===== src/rtl/irq_ipl_if.sv =====
// Interrupt/bus signal bundle between Paula, the freezer cart, the 68k core and irq_ipl_ctrl.
// The master side drives the requests and the CPU bus; the slave side is the controller.
interface irq_ipl_if;
   logic        clk7_en;
   logic [2:0]  paula_ipl;
   logic        int7;
   logic [23:1] cpu_address;
   logic        _cpu_as;
   logic [2:0]  cpu_fc;
   logic        cpu_rd;
   logic [2:0]  _cpu_ipl;
   logic        _cpu_vpa;
   logic        iack;
   logic [2:0]  iack_level;
   logic        nmi_pending;

   modport master (
      output clk7_en, paula_ipl, int7, cpu_address, _cpu_as, cpu_fc, cpu_rd,
      input  _cpu_ipl, _cpu_vpa, iack, iack_level, nmi_pending
   );

   modport slave (
      input  clk7_en, paula_ipl, int7, cpu_address, _cpu_as, cpu_fc, cpu_rd,
      output _cpu_ipl, _cpu_vpa, iack, iack_level, nmi_pending
   );
endinterface


===== src/rtl/irq_ipl_ctrl.sv =====
// 68k interrupt responder: merges Paula levels with the freezer NMI, debounces the IPL,
// and answers IACK cycles with an autovector VPA handshake.
module irq_ipl_ctrl #(
   parameter int unsigned STABLE_CNT = 2,
   parameter int unsigned VPA_DLY    = 3
) (
   input  logic     clk,
   input  logic     _reset,
   irq_ipl_if.slave bus
);
   localparam logic [2:0] STABLE_MAX = 3'(STABLE_CNT);
   localparam logic [3:0] VPA_LOAD   = 4'(VPA_DLY);

   typedef enum logic [1:0] {
      ST_IDLE   = 2'd0,
      ST_WAIT   = 2'd1,
      ST_ASSERT = 2'd2
   } state_t;

   state_t     state_q, state_d;
   logic [3:0] dly_q, dly_d;
   logic [2:0] lvl_q, lvl_d;
   logic       int7_q;
   logic       nmi_q, nmi_d;
   logic [2:0] req_s;
   logic [2:0] cand_q, cand_d;
   logic [2:0] cnt_q, cnt_d;
   logic [2:0] ipl_q, ipl_d;
   logic       vpa_q, vpa_d;
   logic       iack_q, iack_d;
   logic [2:0] iack_lvl_q, iack_lvl_d;
   logic       iack_hit_s;

   assign iack_hit_s = !bus._cpu_as && (bus.cpu_fc == 3'b111) && bus.cpu_rd &&
                       (&bus.cpu_address[23:4]) && (bus.cpu_address[3:1] != 3'd0);

   // NMI latch (a new rising edge beats a level-7 retire) and requested level.
   always_comb begin
      if (bus.int7 && !int7_q) begin
         nmi_d = 1'b1;
      end else if (iack_q && (iack_lvl_q == 3'd7)) begin
         nmi_d = 1'b0;
      end else begin
         nmi_d = nmi_q;
      end
      if (bus.int7 || nmi_q) begin
         req_s = 3'd7;
      end else if (bus.paula_ipl == 3'd7) begin
         req_s = 3'd6;
      end else begin
         req_s = bus.paula_ipl;
      end
   end

   // Stabilizer: a level must be sampled STABLE_CNT times in a row before it is presented.
   always_comb begin
      cand_d = cand_q;
      cnt_d  = cnt_q;
      if (bus.clk7_en) begin
         if (req_s == cand_q) begin
            if (cnt_q < STABLE_MAX) begin
               cnt_d = cnt_q + 3'd1;
            end else begin
               cnt_d = cnt_q;
            end
         end else begin
            cand_d = req_s;
            cnt_d  = 3'd1;
         end
      end else begin
         cnt_d = cnt_q;
      end
      if (cnt_q == STABLE_MAX) begin
         ipl_d = ~cand_q;
      end else begin
         ipl_d = ipl_q;
      end
   end

   // Edge register, NMI latch and stabilizer state.
   always_ff @(posedge clk or negedge _reset) begin
      if (!_reset) begin
         int7_q <= 1'b0;
         nmi_q  <= 1'b0;
         cand_q <= 3'd0;
         cnt_q  <= 3'd0;
         ipl_q  <= 3'b111;
      end else begin
         int7_q <= bus.int7;
         nmi_q  <= nmi_d;
         cand_q <= cand_d;
         cnt_q  <= cnt_d;
         ipl_q  <= ipl_d;
      end
   end

   // IACK FSM state register.
   always_ff @(posedge clk or negedge _reset) begin
      if (!_reset) begin
         state_q <= ST_IDLE;
         dly_q   <= 4'd0;
         lvl_q   <= 3'd0;
      end else begin
         state_q <= state_d;
         dly_q   <= dly_d;
         lvl_q   <= lvl_d;
      end
   end

   // IACK FSM next state; an address strobe release in WAIT aborts silently.
   always_comb begin
      state_d = state_q;
      dly_d   = dly_q;
      lvl_d   = lvl_q;
      case (state_q)
         ST_IDLE: begin
            if (iack_hit_s) begin
               state_d = ST_WAIT;
               dly_d   = VPA_LOAD;
               lvl_d   = bus.cpu_address[3:1];
            end else begin
               state_d = ST_IDLE;
            end
         end
         ST_WAIT: begin
            if (bus._cpu_as) begin
               state_d = ST_IDLE;
            end else if (bus.clk7_en) begin
               if (dly_q <= 4'd1) begin
                  state_d = ST_ASSERT;
                  dly_d   = 4'd0;
               end else begin
                  dly_d = dly_q - 4'd1;
               end
            end else begin
               state_d = ST_WAIT;
            end
         end
         ST_ASSERT: begin
            if (bus._cpu_as) begin
               state_d = ST_IDLE;
            end else begin
               state_d = ST_ASSERT;
            end
         end
         default: begin
            state_d = ST_IDLE;
         end
      endcase
   end

   // IACK FSM outputs, derived from the transition being taken.
   always_comb begin
      vpa_d  = (state_d == ST_ASSERT) ? 1'b0 : 1'b1;
      iack_d = (state_q == ST_WAIT) && (state_d == ST_ASSERT);
      if (iack_d) begin
         iack_lvl_d = lvl_q;
      end else begin
         iack_lvl_d = iack_lvl_q;
      end
   end

   // Registered bus outputs.
   always_ff @(posedge clk or negedge _reset) begin
      if (!_reset) begin
         vpa_q      <= 1'b1;
         iack_q     <= 1'b0;
         iack_lvl_q <= 3'd0;
      end else begin
         vpa_q      <= vpa_d;
         iack_q     <= iack_d;
         iack_lvl_q <= iack_lvl_d;
      end
   end

   assign bus._cpu_ipl    = ipl_q;
   assign bus._cpu_vpa    = vpa_q;
   assign bus.iack        = iack_q;
   assign bus.iack_level  = iack_lvl_q;
   assign bus.nmi_pending = nmi_q;
endmodule


===== src/flat_wrapper.sv =====
// flat-port wrapper written by rule: the top's interface ports become plain ports
module irq_ipl_ctrl_flat 
#(
   parameter int unsigned STABLE_CNT = 2,
   parameter int unsigned VPA_DLY    = 3
)
  (clk, _reset, bus_clk7_en, bus_paula_ipl, bus_int7, bus_cpu_address, bus__cpu_as, bus_cpu_fc, bus_cpu_rd, bus__cpu_ipl, bus__cpu_vpa, bus_iack, bus_iack_level, bus_nmi_pending);
  irq_ipl_if bus_i ();
  input  logic clk;
  input  logic _reset;
  input wire logic [$bits(bus_i.clk7_en)-1:0] bus_clk7_en;
  input wire logic [$bits(bus_i.paula_ipl)-1:0] bus_paula_ipl;
  input wire logic [$bits(bus_i.int7)-1:0] bus_int7;
  input wire logic [$bits(bus_i.cpu_address)-1:0] bus_cpu_address;
  input wire logic [$bits(bus_i._cpu_as)-1:0] bus__cpu_as;
  input wire logic [$bits(bus_i.cpu_fc)-1:0] bus_cpu_fc;
  input wire logic [$bits(bus_i.cpu_rd)-1:0] bus_cpu_rd;
  output wire logic [$bits(bus_i._cpu_ipl)-1:0] bus__cpu_ipl;
  output wire logic [$bits(bus_i._cpu_vpa)-1:0] bus__cpu_vpa;
  output wire logic [$bits(bus_i.iack)-1:0] bus_iack;
  output wire logic [$bits(bus_i.iack_level)-1:0] bus_iack_level;
  output wire logic [$bits(bus_i.nmi_pending)-1:0] bus_nmi_pending;
  assign bus_i.clk7_en = bus_clk7_en;
  assign bus_i.paula_ipl = bus_paula_ipl;
  assign bus_i.int7 = bus_int7;
  assign bus_i.cpu_address = bus_cpu_address;
  assign bus_i._cpu_as = bus__cpu_as;
  assign bus_i.cpu_fc = bus_cpu_fc;
  assign bus_i.cpu_rd = bus_cpu_rd;
  assign bus__cpu_ipl = bus_i._cpu_ipl;
  assign bus__cpu_vpa = bus_i._cpu_vpa;
  assign bus_iack = bus_i.iack;
  assign bus_iack_level = bus_i.iack_level;
  assign bus_nmi_pending = bus_i.nmi_pending;
  irq_ipl_ctrl #(.STABLE_CNT(STABLE_CNT), .VPA_DLY(VPA_DLY)) u_core (.clk(clk), ._reset(_reset), .bus(bus_i));
endmodule

===== config.mk =====
export PLATFORM = sky130hd
export DESIGN_NAME = irq_ipl_ctrl_flat
export DESIGN_NICKNAME = d
export VERILOG_FILES = /design/src/rtl/irq_ipl_if.sv /design/src/rtl/irq_ipl_ctrl.sv /design/src/flat_wrapper.sv
export SDC_FILE = /design/constraint.sdc
export NUM_CORES = 1
export LEC_CHECK = 0
export BUFFER_PORTS_ARGS = -buffer_cell sky130_fd_sc_hd__clkbuf_2
export CAP_MARGIN = 5
export CORE_MARGIN = 1
export CORE_UTILIZATION = 33
export DETAILED_ROUTE_END_ITERATION = 16
export HOLD_SLACK_MARGIN = 0.06
export PLACE_DENSITY = 0.68
export SKIP_CTS_REPAIR_TIMING = 1
export SYNTH_ARGS = -nofsm -noshare
export SYNTH_HDL_FRONTEND = slang
export SYNTH_SLANG_ARGS = --single-unit
export TNS_END_PERCENT = 50

===== constraint.sdc =====
create_clock -name clk -period 3.9 [get_ports clk]
set_input_delay 0.78 -clock clk [delete_from_list [all_inputs] [get_ports clk]]
set_output_delay 0.78 -clock clk [all_outputs]
set_load 0.01 [all_outputs]

### After elaboration in Yosys (flattened, before gate mapping)

Index checks and enable logic that the tools add are counted.
Widths: inputs -> output; s select.

* flip-flop bits (word level): 25
* latch bits: 0
* RAM bits: 0
* memory bits (read-only): 0
* bits of input ports: 35
* output and inout bits: 9
* logic and storage cells: 66
* memories: 0

* add/sub/neg operators: 2
* $mul: 0
* divide/modulo/power cells: 0
* order comparisons: 2
* equality and inequality tests: 12
* shift operators: 0
* muxes and demuxes: 18
* bitwise gates (word level): 2
* reduce and logical (&&, ||, !) cells: 19

Operator list (count)
* $reduce_and 20->1: 1
* $mux 4: 4
* $mux 3: 4
* $eq 3x3->1 const B: 3
* $mux 2: 4
* $pmux 4 s2: 1
* $logic_and 1x1->1: 7
* $ne 2x2->1 const B: 3
* $pmux 2 s3: 1
* $reduce_and 2->1: 3
* $eq 2x2->1 const B: 2
* $le 4x1->1 const B: 1
* $mux 1: 4
* $reduce_and 4->1: 1
* $reduce_bool 2->1: 2
* $sub 4x1->4 const B: 1
* $add 3x1->3 const B: 1
* $eq 3x2->1 const B: 1
* $eq 3x3->1: 1
* $lt 3x2->1 const B: 1
* $not 3->3: 1
* $reduce_bool 3->1: 1
* $eq 2x1->1 const B: 1
* $logic_not 1->1: 2
* other kinds (4): 4

### Longest topological paths before layout

* depth in word-level cells: 9
* depth in mapped cells: 7
* depth with buffers taken out: 7

### Least setup slack after synthesis

Ideal clock, no wire load.

* path kind: in2reg
* start point: input port bus_paula_ipl[1]
* end point: register u_core.cand_q[1]
* setup time: 125 ps
* arrival: 1973 ps
* required time: 3775 ps
* path slack: 1802 ps
* cell stages on the path: 5
* buffers on the path: 0
* cell sequence: or3_2 > nor3_1 > o22ai_1 > and2_4 > mux2_4

* word-level cells in the longest chain between the ends: 6

Ends and longest elaborated chain
* start, declared: RTL line flat_wrapper.sv:12 `input wire logic [$bits(bus_i.paula_ipl)-1:0] bus_paula_ipl;`
* $eq 3x3->1: RTL line irq_ipl_ctrl.sv:48 `end else if (bus.paula_ipl == 3'd7) begin`
* $mux 3 (*): RTL line irq_ipl_ctrl.sv:48
* $mux 3 (*): RTL line irq_ipl_ctrl.sv:46 `if (bus.int7 || nmi_q) begin`
* $eq 3x3->1: RTL line irq_ipl_ctrl.sv:60 `if (req_s == cand_q) begin`
* $not 1->1 (no source line)
* $reduce_and 2->1 (no source line)
* end signal, assigned: RTL line irq_ipl_ctrl.sv:91 `cand_q <= cand_d;`
* end, declared: RTL line irq_ipl_ctrl.sv:26 `logic [2:0] cand_q, cand_d;`

Every way passes the cells marked *; elsewhere a longest branch is shown, timed or not.
A chain may end at the register's enable or synchronous reset.

### Worst setup path after layout

* start point: input port bus_int7
* end point: register u_core.cand_q[2]

* word-level cells in the longest chain between the ends: 5

Ends and longest elaborated chain
* start, declared: RTL line flat_wrapper.sv:13 `input wire logic [$bits(bus_i.int7)-1:0] bus_int7;`
* $logic_or 1x1->1 (*): RTL line irq_ipl_ctrl.sv:46
* $mux 3 (*): RTL line irq_ipl_ctrl.sv:46
* $eq 3x3->1: RTL line irq_ipl_ctrl.sv:60
* $not 1->1 (no source line)
* $reduce_and 2->1 (no source line)

Marked as above.

==> out/qor.yml <==
worst-path-buf-inv: 1
fin_nets: 208
fin_crit_sh_pct: 52.74
synth_ff_type: "dfrtp_1"
synth_common_cells: "21 x dfrtp_1, 13 x nor2_1, 11 x o21ai_0, 8 x nand2_1, 7 x inv_1"
fin_util_pct: 44.70
fp.dieH_um: 63.11
routed-wl-met2_um: 1172
startpoint_type: "primary input"
syn_area_um2: 1232
yosys.cell_count.top_type: "dfrtp_1"
grt_pass1_vias: 1042
slew_violations: 0
yosys_warnings: 0
synth_edf_count: 0
drt_iter0_markers: 33
ys_seq_elements: 25
critPathSlowestCell: "or3_1"
setup_viol: 0
tritoncts: "yes"
cp.required_ns: 4.07
drive_gt1_share_pct: 36.90
grt_max_degree: 26
end_kind: "flop"
drtPass1Iterations: 5
grt_setup_unrepaired: "false"
cts_sinks: 25
place_congestion: 0.7535
synth_area_leaders: "dfrtp_1 43%, dfstp_2 8.5%, mux2_2 5.5%"
finalClockSkew_ns: 0.006990
syn2layout_area_growth_pct: 25.79
wl_um: 2463
setup_tns_ns: 0
portBuffers: 43
drt-met1-wl_um: 1066
overflow: 0
netlist_instances: 122
cts_buffers: 3
antenna_found_initial: 0
cp_max_fo: 8
slew_headroom_pct: 59.96
hold_path_class: "flop to flop"
fmax_mhz: 486.2
drc: 0
cts_root_buf: "clkbuf_8"
grt_pass1_wl_um: 4271
grtUsageTotal_pct: 13.78
finalCriticalPeriod_ns: 2.057
wl_met3_um: 175
peakVddDrop_mv: 0.1254
worst_pin_slew_ns: 0.6005
clock_path_buffers: 2
path_clk_slew_ns: 0.09
postSynthAreaPerCell_um2: 10.10
antenna_cells: 0
clk_latency_ns: 0.28
critical_path_class: "primary input to flop"
max_stage_delay_ns: 0.38
place_hpwl_um: 1989
dieArea_um2: 3983
p_per_area_nw_per_um2: 370.1
arrival_ns: 2.23
highest_layer: "met4"
leakagePower_nw: 0.7546
num_rows: 21
htree_num_levels: 1
die_x_um: 63.11
viasPerCell: 5.019
synth_top_area_cell: "dfrtp_1"
design.core.area_um2: 3468
io_pins: 44
outcome: "complete, no violations"
initial_core_util_pct: 35.53
finalHoldViolCount: 0
postSynthNetCount: 161
ys_types: 32
ys_seq_area_share_pct: 51.17
synth_top_area_share_pct: 42.64
path_cells: "clkbuf_2 > or3_1 > o311ai_1 > o22ai_1 > and2_4 > mux2_4"
routedWlPerCell_um: 11.51
vias: 1074
crit_family: "simple AND/OR/NAND/NOR gates"
async_flop_share_pct: 100.0
ant_nets: 0
max_cap_violations: 0
routing by layer:
| metal | track usage (%) | vias to the layer above |
|---|---|---|
| li1 | - | 530 |
| met1 | 16.40 | 492 |
| met2 | 23.25 | 47 |
| met3 | 2.899 | 5 |
| met4 | 6.977 | 0 |
| met5 | 0 | - |
state kept, by name, summed over array words and instances, names as in the netlist:
signal                  flops
u_core.cnt_q                3
u_core.bus.iack             1
u_core.bus._cpu_ipl         3
u_core.bus.iack_level       3
u_core.lvl_q                3
u_core.bus.nmi_pending      1
u_core.dly_q                4
u_core.state_q              2
u_core.cand_q               3
u_core.bus._cpu_vpa         1
u_core.int7_q               1
stage by stage:
stage / worst slack, ns / total power, W / hold WS (ns) / std cells / cell area (um^2)
2_1_floorplan: 1.802 / 0.0003753 / 0.3996 / 122 / 1232
3_3_place_gp: 1.639 / 0.0004157 / 0.4105 / 210 / 1501
3_5_place_dp: 1.536 / 0.0004248 / 0.4246 / 210 / 1501
4_1_cts: 1.839 / 0.0005846 / 0.4402 / 214 / 1550
5_1_grt: 1.778 / 0.0006113 / 0.4662 / 214 / 1550
6_report: 1.843 / 0.0005738 / 0.4309 / 214 / 1550
layout by cell type (no fill, tap or decap), drive strengths merged, types with 2 or more instances in the layout:
| cell | instances |
|---|---|
| a21oi | 4 |
| a31oi | 2 |
| nand3 | 5 |
| o21ai | 11 |
| mux2 | 8 |
| dfstp | 4 |
| dfrtp | 21 |
| or3 | 3 |
| nand2b | 5 |
| nor3 | 5 |
| inv | 7 |
| nor2 | 13 |
| nand4 | 6 |
| nor4 | 2 |
| ha | 4 |
| nand2 | 8 |
| clkbuf | 46 |
final timing paths:
check	start	slack [ns]	cells past startpoint	end
worst max-delay path	bus_int7	1.84	6	u_core.cand_q[2]$_DFFE_PN0P_
min in group asynchronous	_reset	0.49	1	u_core.cand_q[2]$_DFFE_PN0P_
worst min-delay path	u_core.int7_q$_DFF_PN0_	0.43	1	u_core.bus.nmi_pending$_DFFE_PN0P_
worst max register to register	u_core.bus.nmi_pending$_DFFE_PN0P_	1.99	5	u_core.cand_q[2]$_DFFE_PN0P_
max in group asynchronous	_reset	3.01	1	u_core.dly_q[2]$_DFFE_PN0P_
worst min register to register	u_core.int7_q$_DFF_PN0_	0.43	1	u_core.bus.nmi_pending$_DFFE_PN0P_
logic make-up (layout without fill, tap and decap cells):
kind of cell,Yosys count,after routing,synth area share [%]
and+or+nand+nor,52,52,22.03
DFF,25,25,51.17
AOI/OAI and AO/OA,24,24,11.68
muxes,8,8,7.918
buffers and inverters,8,54,2.437
adders and majority gates,4,4,4.061
xor gates and xnor gates,1,1,0.7108
final cells by class:
type	count	area, um^2
flip-flops and latches	25	630.6
clock inverters	1	7.507
clock buffers	3	41.29
well taps	46	57.56
fillers	367	1918
inverters	7	26.28
multi-input cells	89	571.8
repair buffers	43	215.2
where the power goes:
| group | switching, W | internal (W) |
|---|---|---|
| logic | 0.0000555 | 0.0000504 |
| clock network | 0.0000851 | 0.0000726 |
| registers | 0.0000213 | 0.000289 |
| total | 0.000162 | 0.000412 |
(Power assumes the default switching activity.)
